File: src/rtl/alu_pkg.sv
// Shared definitions for the bit-serial ALU controller and its 1-bit slice.
package alu_pkg;

   // Low two bits of the op field select the slice function.
   localparam logic [1:0] OP_AND = 2'b00;
   localparam logic [1:0] OP_OR  = 2'b01;
   localparam logic [1:0] OP_ADD = 2'b10;
   localparam logic [1:0] OP_ILL = 2'b11;

   // Full 4-bit encodings: bit 3 inverts A, bit 2 inverts B and seeds carry-in.
   localparam logic [3:0] ALU_ADD = 4'b0010;
   localparam logic [3:0] ALU_SUB = 4'b0110;
   localparam logic [3:0] ALU_NOR = 4'b1100;

   typedef enum logic [1:0] {
      ST_IDLE = 2'd0,
      ST_RUN  = 2'd1,
      ST_DONE = 2'd2
   } alu_state_e;

   function automatic logic op_is_legal(input logic [3:0] op);
      return op[1:0] != OP_ILL;
   endfunction

endpackage

File: src/rtl/alu_serial_slice.sv
// 1-bit ALU slice: AND / OR / full-add with optional inversion of either input.
// cout is only meaningful for ADD; the controller masks it for logic ops.
module alu_serial_slice
   import alu_pkg::*;
(
   input  logic       a_bit,
   input  logic       b_bit,
   input  logic       cin,
   input  logic [3:0] op,
   output logic       res_bit,
   output logic       cout
);

   logic a_eff;
   logic b_eff;

   // Bit-level function select after input inversion.
   always_comb begin
      a_eff   = a_bit ^ op[3];
      b_eff   = b_bit ^ op[2];
      res_bit = 1'b0;
      cout    = 1'b0;
      case (op[1:0])
         OP_AND: res_bit = a_eff & b_eff;
         OP_OR:  res_bit = a_eff | b_eff;
         OP_ADD: begin
            res_bit = a_eff ^ b_eff ^ cin;
            cout    = (a_eff & b_eff) | (cin & (a_eff ^ b_eff));
         end
         default: begin
            res_bit = 1'b0;
            cout    = 1'b0;
         end
      endcase
   end

endmodule

File: src/rtl/alu_serial_ctrl.sv
// Bit-serial WIDTH-bit ALU controller: steps one 1-bit slice LSB-first,
// threading the carry, and reports result and flags with start/done.
//
// state   | meaning
// --------+-----------------------------------------------------------
// IDLE    | waiting for start; illegal op pulses op_err, stays here
// RUN     | one operand bit per clock, cnt counts 0..WIDTH-1
// DONE    | done pulse, result and flags valid; back to IDLE next edge
module alu_serial_ctrl
   import alu_pkg::*;
#(
   parameter int WIDTH = 32
) (
   input  logic             clk,
   input  logic             rst_n,
   input  logic             start,
   input  logic [3:0]       op,
   input  logic [WIDTH-1:0] a,
   input  logic [WIDTH-1:0] b,
   output logic             busy,
   output logic             done,
   output logic [WIDTH-1:0] result,
   output logic             carry_out,
   output logic             overflow,
   output logic             zero,
   output logic             op_err
);

   localparam int CNT_W = (WIDTH > 2) ? $clog2(WIDTH) : 1;
   localparam logic [CNT_W-1:0] CNT_LAST = CNT_W'(WIDTH - 1);

   alu_state_e       state_q, state_d;
   logic [CNT_W-1:0] cnt_q, cnt_d;
   logic [WIDTH-1:0] a_sh_q, a_sh_d;
   logic [WIDTH-1:0] b_sh_q, b_sh_d;
   logic [3:0]       op_q, op_d;
   logic             carry_q, carry_d;
   logic [WIDTH-1:0] result_q, result_d;
   logic             carry_out_q, carry_out_d;
   logic             overflow_q, overflow_d;
   logic             zero_q, zero_d;
   logic             busy_q, busy_d;
   logic             done_q, done_d;
   logic             op_err_q, op_err_d;

   logic             slice_res;
   logic             slice_cout;
   logic             is_add;

   alu_serial_slice u_slice (
      .a_bit   (a_sh_q[0]),
      .b_bit   (b_sh_q[0]),
      .cin     (carry_q),
      .op      (op_q),
      .res_bit (slice_res),
      .cout    (slice_cout)
   );

   assign is_add = (op_q[1:0] == OP_ADD);

   // Next-state, datapath shifting and flag capture.
   always_comb begin
      state_d     = state_q;
      cnt_d       = cnt_q;
      a_sh_d      = a_sh_q;
      b_sh_d      = b_sh_q;
      op_d        = op_q;
      carry_d     = carry_q;
      result_d    = result_q;
      carry_out_d = carry_out_q;
      overflow_d  = overflow_q;
      zero_d      = zero_q;
      busy_d      = busy_q;
      done_d      = 1'b0;
      op_err_d    = 1'b0;

      case (state_q)
         ST_IDLE: begin
            if (start) begin
               if (op_is_legal(op)) begin
                  a_sh_d  = a;
                  b_sh_d  = b;
                  op_d    = op;
                  // Inverting B with carry-in 1 turns ADD into two's-complement SUB.
                  carry_d = op[2];
                  cnt_d   = '0;
                  busy_d  = 1'b1;
                  state_d = ST_RUN;
               end else begin
                  op_err_d = 1'b1;
               end
            end
         end

         ST_RUN: begin
            result_d = {slice_res, result_q[WIDTH-1:1]};
            a_sh_d   = a_sh_q >> 1;
            b_sh_d   = b_sh_q >> 1;
            carry_d  = slice_cout;
            if (cnt_q == CNT_LAST) begin
               // carry_q here is the carry into the MSB, needed for signed overflow.
               carry_out_d = is_add & slice_cout;
               overflow_d  = is_add & (carry_q ^ slice_cout);
               zero_d      = (result_d == '0);
               done_d      = 1'b1;
               state_d     = ST_DONE;
            end else begin
               cnt_d = cnt_q + CNT_W'(1);
            end
         end

         ST_DONE: begin
            busy_d  = 1'b0;
            state_d = ST_IDLE;
         end

         default: begin
            busy_d  = 1'b0;
            state_d = ST_IDLE;
         end
      endcase
   end

   // State and datapath registers.
   always_ff @(posedge clk or negedge rst_n) begin
      if (!rst_n) begin
         state_q     <= ST_IDLE;
         cnt_q       <= '0;
         a_sh_q      <= '0;
         b_sh_q      <= '0;
         op_q        <= '0;
         carry_q     <= 1'b0;
         result_q    <= '0;
         carry_out_q <= 1'b0;
         overflow_q  <= 1'b0;
         zero_q      <= 1'b0;
         busy_q      <= 1'b0;
         done_q      <= 1'b0;
         op_err_q    <= 1'b0;
      end else begin
         state_q     <= state_d;
         cnt_q       <= cnt_d;
         a_sh_q      <= a_sh_d;
         b_sh_q      <= b_sh_d;
         op_q        <= op_d;
         carry_q     <= carry_d;
         result_q    <= result_d;
         carry_out_q <= carry_out_d;
         overflow_q  <= overflow_d;
         zero_q      <= zero_d;
         busy_q      <= busy_d;
         done_q      <= done_d;
         op_err_q    <= op_err_d;
      end
   end

   assign busy      = busy_q;
   assign done      = done_q;
   assign result    = result_q;
   assign carry_out = carry_out_q;
   assign overflow  = overflow_q;
   assign zero      = zero_q;
   assign op_err    = op_err_q;

endmodule

File: config.mk
export PLATFORM = sky130hd
export DESIGN_NAME = alu_serial_ctrl
export DESIGN_NICKNAME = d
export VERILOG_FILES = /design/src/rtl/alu_pkg.sv /design/src/rtl/alu_serial_slice.sv /design/src/rtl/alu_serial_ctrl.sv
export SDC_FILE = /design/constraint.sdc
export NUM_CORES = 1
export LEC_CHECK = 0
export ABC_AREA = 1
export BUFFER_PORTS_ARGS = -buffer_cell sky130_fd_sc_hd__buf_2
export CAP_MARGIN = 20
export CELL_PAD_IN_SITES_DETAIL_PLACEMENT = 1
export CELL_PAD_IN_SITES_GLOBAL_PLACEMENT = 1
export CORE_MARGIN = 4
export CORE_UTILIZATION = 40
export CTS_BUF_LIST = sky130_fd_sc_hd__clkbuf_16
export CTS_CLUSTER_SIZE = 30
export DETAILED_ROUTE_END_ITERATION = 10
export PLACE_DENSITY_LB_ADDON = 0.1
export SKIP_CTS_REPAIR_TIMING = 1
export SLEW_MARGIN = 20
export SYNTH_ARGS = -nofsm -noshare
export SYNTH_HDL_FRONTEND = slang
export SYNTH_SLANG_ARGS = --single-unit
File: constraint.sdc
create_clock -name clk -period 2.2 [get_ports clk]
set_input_delay 0.11 -clock clk [delete_from_list [all_inputs] [get_ports clk]]
set_output_delay 0.11 -clock clk [all_outputs]
set_load 0.005 [all_outputs]
---- After elaboration in Yosys (flattened, before gate mapping) ----
Index checks and enable logic that the tools add are counted.
word-level totals
  bits in registers ....................... 114
  input bits .............................. 71
  output and inout port bits .............. 38
operators by class
  $add $sub $neg .......................... 1
  eq/ne operators ......................... 9
  mux-type cells .......................... 27
  bitwise logic cells ..................... 12
  reduce and logical (&&, ||, !) cells .... 10
operators by type and width
  operator               count
  $mux W32               4
  $pmux W32 S2           2
  $logic_not A32 Y1      1
  $mux W5                3
  $reduce_and A3 Y1      4
  $mux W1                10
  $ne A2 B2 Y1 const B   5
  $pmux W5 S2            1
  $mux W2                3
  $add A5 B1 Y5 const B  1
  $eq A5 B5 Y1 const B   1
  $xor A1 B1 Y1          5
  $and A1 B1 Y1          4
  $eq A2 B1 Y1 const B   2
  $logic_not A2 Y1       2
  $pmux W1 S2            2
  $pmux W2 S2            1
  $reduce_and A4 Y1      1
  $pmux W1 S3            1
  $eq A2 B2 Y1 const B   1
  $or A1 B1 Y1           2
  $reduce_and A2 Y1      1
  $reduce_bool A2 Y1     1
  $not A1 Y1             1

---- Depth between registers and ports, before layout ----
Gate-level depths: netlist of the first run.
  word-level depth ........................ 7
  gate-level depth with buffers ........... 10
  depth with buffers taken out ............ 10

---- Hierarchy ----
From an unflattened synthesis of the first run, not the netlist that was laid out.
second synthesis, totals
  cell total of the unflattened synthesis .. 657
  area total of the unflattened synthesis .. 5260.0 µm²
modules (own cells, without submodules)
  module            times used  cells an instance  area an instance (µm²)
  alu_serial_ctrl   1           641                5151.2
  alu_serial_slice  1           16                 108.9

---- Worst setup path after synthesis of the first run ----
OpenSTA, ideal clock, no wires.
  kind .................................... reg-to-reg
  start point ............................. register op_q[3]
  end point ............................... register zero_q, in the netlist zero
  library setup time ...................... 0.065 ns
  arrival time ............................ 1.495 ns
  setup slack ............................. 0.640 ns
  stages on the path, launching flop included .. 10
  buffers on the path ..................... 0
  cell sequence ........................... dfrtp_1 -> xor2_1 -> inv_1 -> fa_1 -> inv_1 -> nand2_1 -> o21ai_0 -> nor2_1 -> nand2_1 -> nand2_1
on the way
  word-level cells in the longest chain between the ends .. 5
  elaborated cells on any way between the ends .. 7
  those cells by class .................... 1 x mux; 5 x bitwise; 1 x reduce/logical
RTL lines
  element                      RTL line                RTL
  from (decl)                  alu_serial_ctrl.sv:36   logic [3:0] op_q, op_d;
  from (signal assigned)       alu_serial_ctrl.sv:145  op_q <= op_d;
  $xor A1 B1 Y1 (*)            alu_serial_slice.sv:19  a_eff = a_bit ^ op[3];
  $xor A1 B1 Y1 (2 in series)  alu_serial_slice.sv:27  res_bit = a_eff ^ b_eff ^ cin;
  $pmux W1 S3 (*)              alu_serial_slice.sv:23  case (op[1:0])
  $logic_not A32 Y1 (*)        alu_serial_ctrl.sv:104  zero_d = (result_d == '0);
  to (signal assigned)         alu_serial_ctrl.sv:150  zero_q <= zero_d;
  to (decl)                    alu_serial_ctrl.sv:41   logic zero_q, zero_d;
Mark *: on every way between the ends. The rest lies on a longest branch, timed or not.
A chain may end at the register's enable or synchronous reset.

---- Worst setup path after layout of the first run ----
  start point ............................. register cnt_q[1]
  end point ............................... register cnt_q[2]
on the way
  word-level cells in the longest chain between the ends .. 3
  elaborated cells on any way between the ends .. 6
  those cells by class .................... 1 x add/sub; 2 x eq/ne; 2 x mux; 1 x reduce/logical
RTL lines
  element                                           RTL line                                        RTL
  from (decl)                                       alu_serial_ctrl.sv:33                           logic [CNT_W-1:0] cnt_q, cnt_d;
  from (signal assigned)                            alu_serial_ctrl.sv:142                          cnt_q <= cnt_d;
  $add A5 B1 Y5 or $eq A5 B5 Y1 (tied branches)     alu_serial_ctrl.sv:108, alu_serial_ctrl.sv:100
  $mux W5 or $ne A2 B2 Y1 (tied branches)           -
  $pmux W5 S2 or $reduce_and A4 Y1 (tied branches)  -
Parallel ways exist; a longest one is shown, timed or not. The select of a mux whose other input is x is not followed.

==> results.sh, run 1 <==
export IMPL_outcome="complete, but fails checks"
export IMPL_failed_checks="negative hold slack"
export IMPL_grt_start_max_net_pins=81
export IMPL_io_buffers=108
export IMPL_grt_pass1_vias=4659
export IMPL_clock_skew_ps=4.40
export IMPL_reg2reg_from="cnt_q[1]$_DFFE_PN0P_"
export IMPL_dieWidth_um=122
export IMPL_maxCapViolCount=0
export IMPL_max_stage_delay_ps=400
export IMPL_synthTopCellsByCount="147 x nand2_1, 114 x dfrtp_1, 92 x inv_1, 59 x o21ai_0, 50 x o21ai_1"
export IMPL_num_nets_final=828
export IMPL_synth_top_cell_area_share=0.547
export IMPL_antenna_left=0
export IMPL_die_area_um2=14900
export IMPL_drv_slew=0
export IMPL_synth_largest_area_cell="dfrtp_1"
export IMPL_fin_setup_tns_ps=0
export IMPL_drtPass1Iterations=4
export IMPL_path_clk_slew_ps=50
export IMPL_p_per_area_nw_per_um2=1530
export IMPL_avgSynthCellArea_um2=8.54
export IMPL_vias=4533
export IMPL_leakagePower_nw=3.51
export IMPL_io_pins=109
export IMPL_fmax_ghz=0.580
export IMPL_synth_flop_cell="dfrtp_1"
export IMPL_stdcell_area_um2=6790
export IMPL_gp_congestion=0.753
export IMPL_holdCritPathClass="in -> reg"
export IMPL_path_common_cell="nor2_1"
export IMPL_hold_end="b_sh_q[3]$_DFFE_PN0P_"
export IMPL_worstHoldStart="b[3]"
export IMPL_r2r_cells=8
export IMPL_hold_path_depth=3
export IMPL_synth_edf_count=0
export IMPL_grt_setup_unrepaired="false"
export IMPL_start_kind="register"
export IMPL_rrSetupSlack_ps=480
export IMPL_n_antenna_cell=0
export IMPL_finalWorstPathRequiredPeriod_ps=1720
export IMPL_grt_overflow_total=0
export IMPL_cp_cell_sequence="ha_1 > inv_1 > nor2_1 > ha_1 > nor2_1 > inv_1 > o21ai_0 > nor2_1"
export IMPL_hold_violations=15
export IMPL_syn_area_um2=5210
export IMPL_clock_sinks=114
export IMPL_synth_most_common_cell="nand2_1"
export IMPL_route_detailed_drc=0
export IMPL_worst_pin_slew_ps=465
export IMPL_relSlewSlack=0.690
export IMPL_cp_arrival_ps=2020
export IMPL_drt_wl_total_um=13600
export IMPL_drtIter0Drc=212
export IMPL_cts_buffer_depth=2
export IMPL_async_reset_ff_frac=1.00
export IMPL_hpwlAfterDp_um=8810
export IMPL_core_area_um2=12700
export IMPL_timing_final_crit_share=0.783
export IMPL_crit_slowest_cell="dfrtp_1"
export IMPL_cp_top_family="simple AND/OR/NAND/NOR gates"
export IMPL_worstSkewPairLatency_ps=410
export IMPL_yosysUniqueCellTypes=25
export IMPL_die_h_um=122
export IMPL_grt_usage=0.183
export IMPL_yosysWarnings=0
export IMPL_dpl_cell_area_um2=5910
export IMPL_area_delta_synth_final_pct=30.3
export IMPL_htreeDepth=4
export IMPL_ir_drop_v=0.000635
export IMPL_syn_nets=686
export IMPL_initial_utilization=0.411
export IMPL_cp_max_fo=6
export IMPL_final_util=0.536
export IMPL_wire_per_inst_um=14.5
export IMPL_synth_cells=610
export IMPL_cts_tree="built"
export IMPL_worstSetupEndpointType="register"
export IMPL_worst_setup_path_type="reg -> reg"
export IMPL_synth_area_top_cells="dfrtp_1 55%, nand2_1 11%, o211ai_1 6.9%, inv_1 6.6%, o21ai_0 5.7%"
export IMPL_rows=41
export IMPL_cts_made_buffers=17
export IMPL_r2r_end="cnt_q[2]$_DFFE_PN0P_"
export IMPL_synth_seq_area_share=0.547
export IMPL_cp_num_buf_inv=2
export IMPL_crit_required_ps=2500
export IMPL_synth_seq_cells=114
export IMPL_grt_pass1_wl_um=21400
export IMPL_antenna_found_initial=1
export IMPL_cts_root_buf="clkbuf_16"
export IMPL_holdWs_ps=-27.6
export IMPL_drive_gt1_frac=0.191
export IMPL_setup_violations=0
export IMPL_via_per_inst=4.84
[cell usage in the layout, fill, tap and decap left out, drive strengths merged]
cell type and n:
clkbuf 17, a21oi 5, nand2 149, dlygate4sd3 39, o211ai 48, inv 98
fa 1, nand4 1, nor3 1, xnor2 1, dfrtp 114, xor2 2
nor2 39, nand3 4, a31oi 2, o21a 1, ha 4, buf 119
clkinv 11, o21ai 109
[flip-flops by register name (all words and copies together), names as in the netlist]
name,count
op_err,1
zero,1
cnt_q,5
carry_out,1
done,1
b_sh_q,32
busy,1
overflow,1
carry_q,1
op_q,4
result,32
state_q,2
a_sh_q,32
[per-stage QoR]
| step | total power [mW] | std cells | hold WS, ps | setup slack, ps |
|---|---|---|---|---|
| 2_1_floorplan | 6.89 | 610 | -186 | 640 |
| 3_3_place_gp | 7.82 | 866 | 182 | 563 |
| 3_5_place_dp | 8.12 | 866 | 190 | 457 |
| 4_1_cts | 10.5 | 898 | -259 | 462 |
| 5_1_grt | 11.4 | 937 | 0.376 | 303 |
| 6_report | 10.4 | 937 | -27.6 | 477 |
[power by group]
group | switching [mW] | total, mW | internal, mW
registers | 0.455 | 3.54 | 3.09
clock network | 0.902 | 2.28 | 1.38
logic | 2.76 | 4.58 | 1.81
total | 4.12 | 10.4 | 6.28
[metal layers]
layer,wire (um),global-route usage,up-vias
li1,-,-,2236
met1,5690,0.218,2182
met2,7030,0.306,94
met3,639,0.0608,19
met4,240,0.0742,2
met5,7,0,-
[worst reg2reg max path: stages (launching register included)]
cell,delay (ps)
dfrtp_1,400
ha_1,220
inv_1,70
nor2_1,50
ha_1,210
nor2_1,350
inv_1,120
o21ai_0,160
nor2_1,60
[final cells by class]
class | count | area (um2)
Fill cell | 1537 | 5880
Sequential cell | 114 | 2850
Multi-Input combinational cell | 367 | 1800
Timing Repair Buffer | 158 | 1080
Clock buffer | 17 | 425
Inverter | 94 | 355
Tap cell | 172 | 215
Clock inverter | 15 | 61.3
[worst max path at each step]
stage / from / end / slack [ps] / depth (start not counted)
4_1_cts: cnt_q[0]$_DFFE_PN0P_ / cnt_q[2]$_DFFE_PN0P_ / 460 / 8
2_1_floorplan: op_q[3]$_DFFE_PN0P_ / zero$_DFFE_PN0P_ / 640 / 9
6_report: cnt_q[1]$_DFFE_PN0P_ / cnt_q[2]$_DFFE_PN0P_ / 480 / 8
3_3_place_gp: op_q[3]$_DFFE_PN0P_ / zero$_DFFE_PN0P_ / 560 / 9
3_5_place_dp: cnt_q[0]$_DFFE_PN0P_ / cnt_q[2]$_DFFE_PN0P_ / 460 / 8
5_1_grt: cnt_q[1]$_DFFE_PN0P_ / zero$_DFFE_PN0P_ / 300 / 10
[cell families (layout without fill, tap and decap cells)]
kind of cell / after synthesis / after routing / synth area share
AOI/OAI and AO/OA: 165 / 165 / 0.182
xor gates and xnor gates: 3 / 3 / 0.00504
adders and majority gates: 5 / 5 / 0.0134
buffers and inverters: 129 / 284 / 0.109
DFF: 114 / 114 / 0.547
and+or+nand+nor: 194 / 194 / 0.143
No activity file was read; power rests on OpenSTA's default activity.
==> run 2, diff against run 1 <==
--- a/config.mk
+++ b/config.mk
@@ -5,13 +5,13 @@
 export SDC_FILE = /design/constraint.sdc
 export NUM_CORES = 1
 export LEC_CHECK = 0
-export ABC_AREA = 1
+export ABC_AREA = 0
 export BUFFER_PORTS_ARGS = -buffer_cell sky130_fd_sc_hd__buf_2
 export CAP_MARGIN = 20
 export CELL_PAD_IN_SITES_DETAIL_PLACEMENT = 1
 export CELL_PAD_IN_SITES_GLOBAL_PLACEMENT = 1
 export CORE_MARGIN = 4
-export CORE_UTILIZATION = 40
+export CORE_UTILIZATION = 42
 export CTS_BUF_LIST = sky130_fd_sc_hd__clkbuf_16
 export CTS_CLUSTER_SIZE = 30
 export DETAILED_ROUTE_END_ITERATION = 10
==> constraint.sdc (replaced) <==
create_clock -name clk -period 1.7 [get_ports clk]
set_input_delay 0.085 -clock clk [delete_from_list [all_inputs] [get_ports clk]]
set_output_delay 0.085 -clock clk [all_outputs]
set_load 0.005 [all_outputs]
==> run 2 against run 1 <==
Worst hold slack lost 2.7 ps; utilization grew 2.8 points; critical endpoint is now zero$_DFFE_PN0P_; cell count shrank 14%; die area shrank 6.0%; setup slack lost 560 ps; synthesized cell count shrank 18%; clock power grew 34%; the run ends with negative hold slack, negative setup slack left; power grew 8.9%; final area shrank 0.70%; largest power group is now sequential cells; critical path type unchanged.
==> results.sh, run 2 <==
export IMPL_vias=4039
export IMPL_antenna_found_initial=0
export IMPL_core_area_um2=12000
export IMPL_worstSkewPairLatency_ps=410
export IMPL_cts_made_buffers=17
export IMPL_cts_root_buf="clkbuf_16"
export IMPL_total_power_mw=11.3
export IMPL_grt_setup_unrepaired="true"
export IMPL_synth_area_top_cells="dfrtp_1 56%, mux2i_1 13%, nand2_1 12%, o21ai_0 3.4%, o21ai_1 2.9%"
export IMPL_cp_cell_sequence="xor2_1 > inv_1 > fa_1 > a211oi_2 > a21oi_2 > a31o_1"
export IMPL_yosysUniqueCellTypes=39
export IMPL_cp_max_fo=2
export IMPL_fin_setup_tns_ps=-104
export IMPL_holdCritPathClass="in -> reg"
export IMPL_area_delta_synth_final_pct=31.7
export IMPL_path_clk_slew_ps=50
export IMPL_seqPwrFrac=0.410
export IMPL_initial_utilization=0.428
export IMPL_via_per_inst=5.00
export IMPL_cts_tree="built"
export IMPL_synth_seq_area_share=0.557
export IMPL_die_h_um=118
export IMPL_cts_buffer_depth=2
export IMPL_antenna_left=0
export IMPL_grt_pass1_wl_um=21000
export IMPL_hpwlAfterDp_um=8570
export IMPL_wire_per_inst_um=16.4
export IMPL_synthTopCellsByCount="163 x nand2_1, 114 x dfrtp_1, 65 x mux2i_1, 35 x o21ai_0, 30 x o21ai_1"
export IMPL_relSlewSlack=0.688
export IMPL_syn_nets=577
export IMPL_max_stage_delay_ps=460
export IMPL_drv_slew=0
export IMPL_die_area_um2=14000
export IMPL_crit_required_ps=2000
export IMPL_setup_violations=2
export IMPL_grt_pass1_vias=4294
export IMPL_power_switching_mw=3.96
export IMPL_grt_usage=0.187
export IMPL_finalWorstPathRequiredPeriod_ps=1790
export IMPL_synth_most_common_cell="nand2_1"
export IMPL_p_int_mw=7.36
export IMPL_dpl_cell_area_um2=5810
export IMPL_clock_skew_ps=5.55
export IMPL_hold_violations=18
export IMPL_worst_pin_slew_ps=468
export IMPL_start_kind="register"
export IMPL_num_nets_final=724
export IMPL_cp_arrival_ps=2080
export IMPL_holdWs_ps=-30.3
export IMPL_worstSetupEndpointType="register"
export IMPL_gp_congestion=0.773
export IMPL_io_buffers=108
export IMPL_rows=40
export IMPL_p_per_area_nw_per_um2=1680
export IMPL_combPwrFrac=0.319
export IMPL_crit_slowest_cell="fa_1"
export IMPL_n_antenna_cell=0
export IMPL_leakagePower_nw=3.58
export IMPL_timing_final_crit_share=1.05
export IMPL_final_common_cell="nand2_1"
export IMPL_io_pins=109
export IMPL_p_sw_frac=0.350
export IMPL_ir_drop_v=0.000771
export IMPL_grt_overflow_total=0
export IMPL_worst_slack_ps=-86.9
export IMPL_fmax_ghz=0.560
export IMPL_yosysWarnings=0
export IMPL_maxCapViolCount=0
export IMPL_syn_area_um2=5120
export IMPL_drive_gt1_frac=0.247
export IMPL_synth_largest_area_cell="dfrtp_1"
export IMPL_grt_start_max_net_pins=76
export IMPL_drtPass1Iterations=6
export IMPL_stdcell_area_um2=6740
export IMPL_dieWidth_um=118
export IMPL_layout_common_cells="163 x nand2_1, 114 x dfrtp_1, 107 x buf_2"
export IMPL_drt_wl_total_um=13200
export IMPL_clock_sinks=114
export IMPL_synth_seq_cells=114
export IMPL_route_detailed_drc=0
export IMPL_outcome="complete, but fails checks"
export IMPL_failed_checks="negative hold slack, negative setup slack"
export IMPL_drtIter0Drc=180
export IMPL_synth_flop_cell="dfrtp_1"
export IMPL_synth_edf_count=0
export IMPL_synth_top_cell_area_share=0.557
export IMPL_htreeDepth=4
export IMPL_async_reset_ff_frac=1.00
export IMPL_avgSynthCellArea_um2=10.2
export IMPL_worst_setup_path_type="reg -> reg"
export IMPL_p_clk_frac=0.270
export IMPL_synth_cells=501
## run 2: cell types whose count changed after synthesis, sizes merged, moves of 5 or more
cell | before | now
buf | 26 | 21
inv | 94 | 7
mux2i | 0 | 65
nand2 | 149 | 164
nor2 | 39 | 9
nor4 | 0 | 7
o211ai | 48 | 0
o21ai | 109 | 65
## run 2: metal layers
layer | track usage | up-vias | wire [um]
met4 | 0.0637 | 0 | 187
met1 | 0.226 | 1970 | 5720
met2 | 0.315 | 80 | 6650
met5 | 0 | - | 0
li1 | - | 1973 | -
met3 | 0.0627 | 16 | 638
## run 2: worst paths after layout
kind | startpoint | slack, ps | end | cells after the start
hold reg to reg | a_sh_q[9]$_DFFE_PN0P_ | 480 | a_sh_q[8]$_DFFE_PN0P_ | 2
hold / removal | a[6] | -30 | a_sh_q[6]$_DFFE_PN0P_ | 3
setup / recovery | b_sh_q[0]$_DFFE_PN0P_ | -90 | zero$_DFFE_PN0P_ | 6
max in group asynchronous | rst_n | 920 | b_sh_q[3]$_DFFE_PN0P_ | 3
min in group asynchronous | rst_n | 180 | b_sh_q[22]$_DFFE_PN0P_ | 2
setup reg to reg | b_sh_q[0]$_DFFE_PN0P_ | -90 | zero$_DFFE_PN0P_ | 6
## run 2: critical path, delay by kind of cell (launching register included)
kind	cells	cell delay, ps
AO/OA/AOI/OAI	3	510
XOR/XNOR	1	220
buffers and inverters	1	100
adder cells (fa/ha/maj)	1	460
flip-flops	1	380
## run 2: power groups by stage
stage	registers [mW]	logic [mW]	clock network, mW
global placement	4.59	3.27	0
floorplan	4.45	2.41	0
global route	4.80	4.16	3.27
finish	4.64	3.61	3.06
detailed placement	4.66	3.47	0
CTS	4.64	3.50	3.14
## run 2: metrics by stage
step | cells | setup slack, ps | utilization
after floorplan | 501 | 39.8 | -
after global placement | 737 | -83.1 | 0.486
after detailed placement | 737 | -204 | 0.486
after CTS | 768 | -221 | 0.529
after global routing | 807 | -172 | 0.563
final | 807 | -86.9 | 0.563
## run 2: kinds of logic after synthesis
family / after synthesis / share of synthesized area
buffers and inverters: 36 / 0.0435
adders and majority gates: 5 / 0.0137
xor gates and xnor gates: 5 / 0.00855
DFF: 114 / 0.557
AOI/OAI and AO/OA: 78 / 0.0841
muxes: 68 / 0.134
and+or+nand+nor: 195 / 0.159
## run 2: cell type report
cell class              count  area, um2
inverters                   7       26.3
clock buffers              17        425
repair buffers            157       1070
fillers                  1335       5220
clock inverters            14       83.8
well taps                 147        184
flip-flops and latches    114       2850
multi-input cells         351       2090
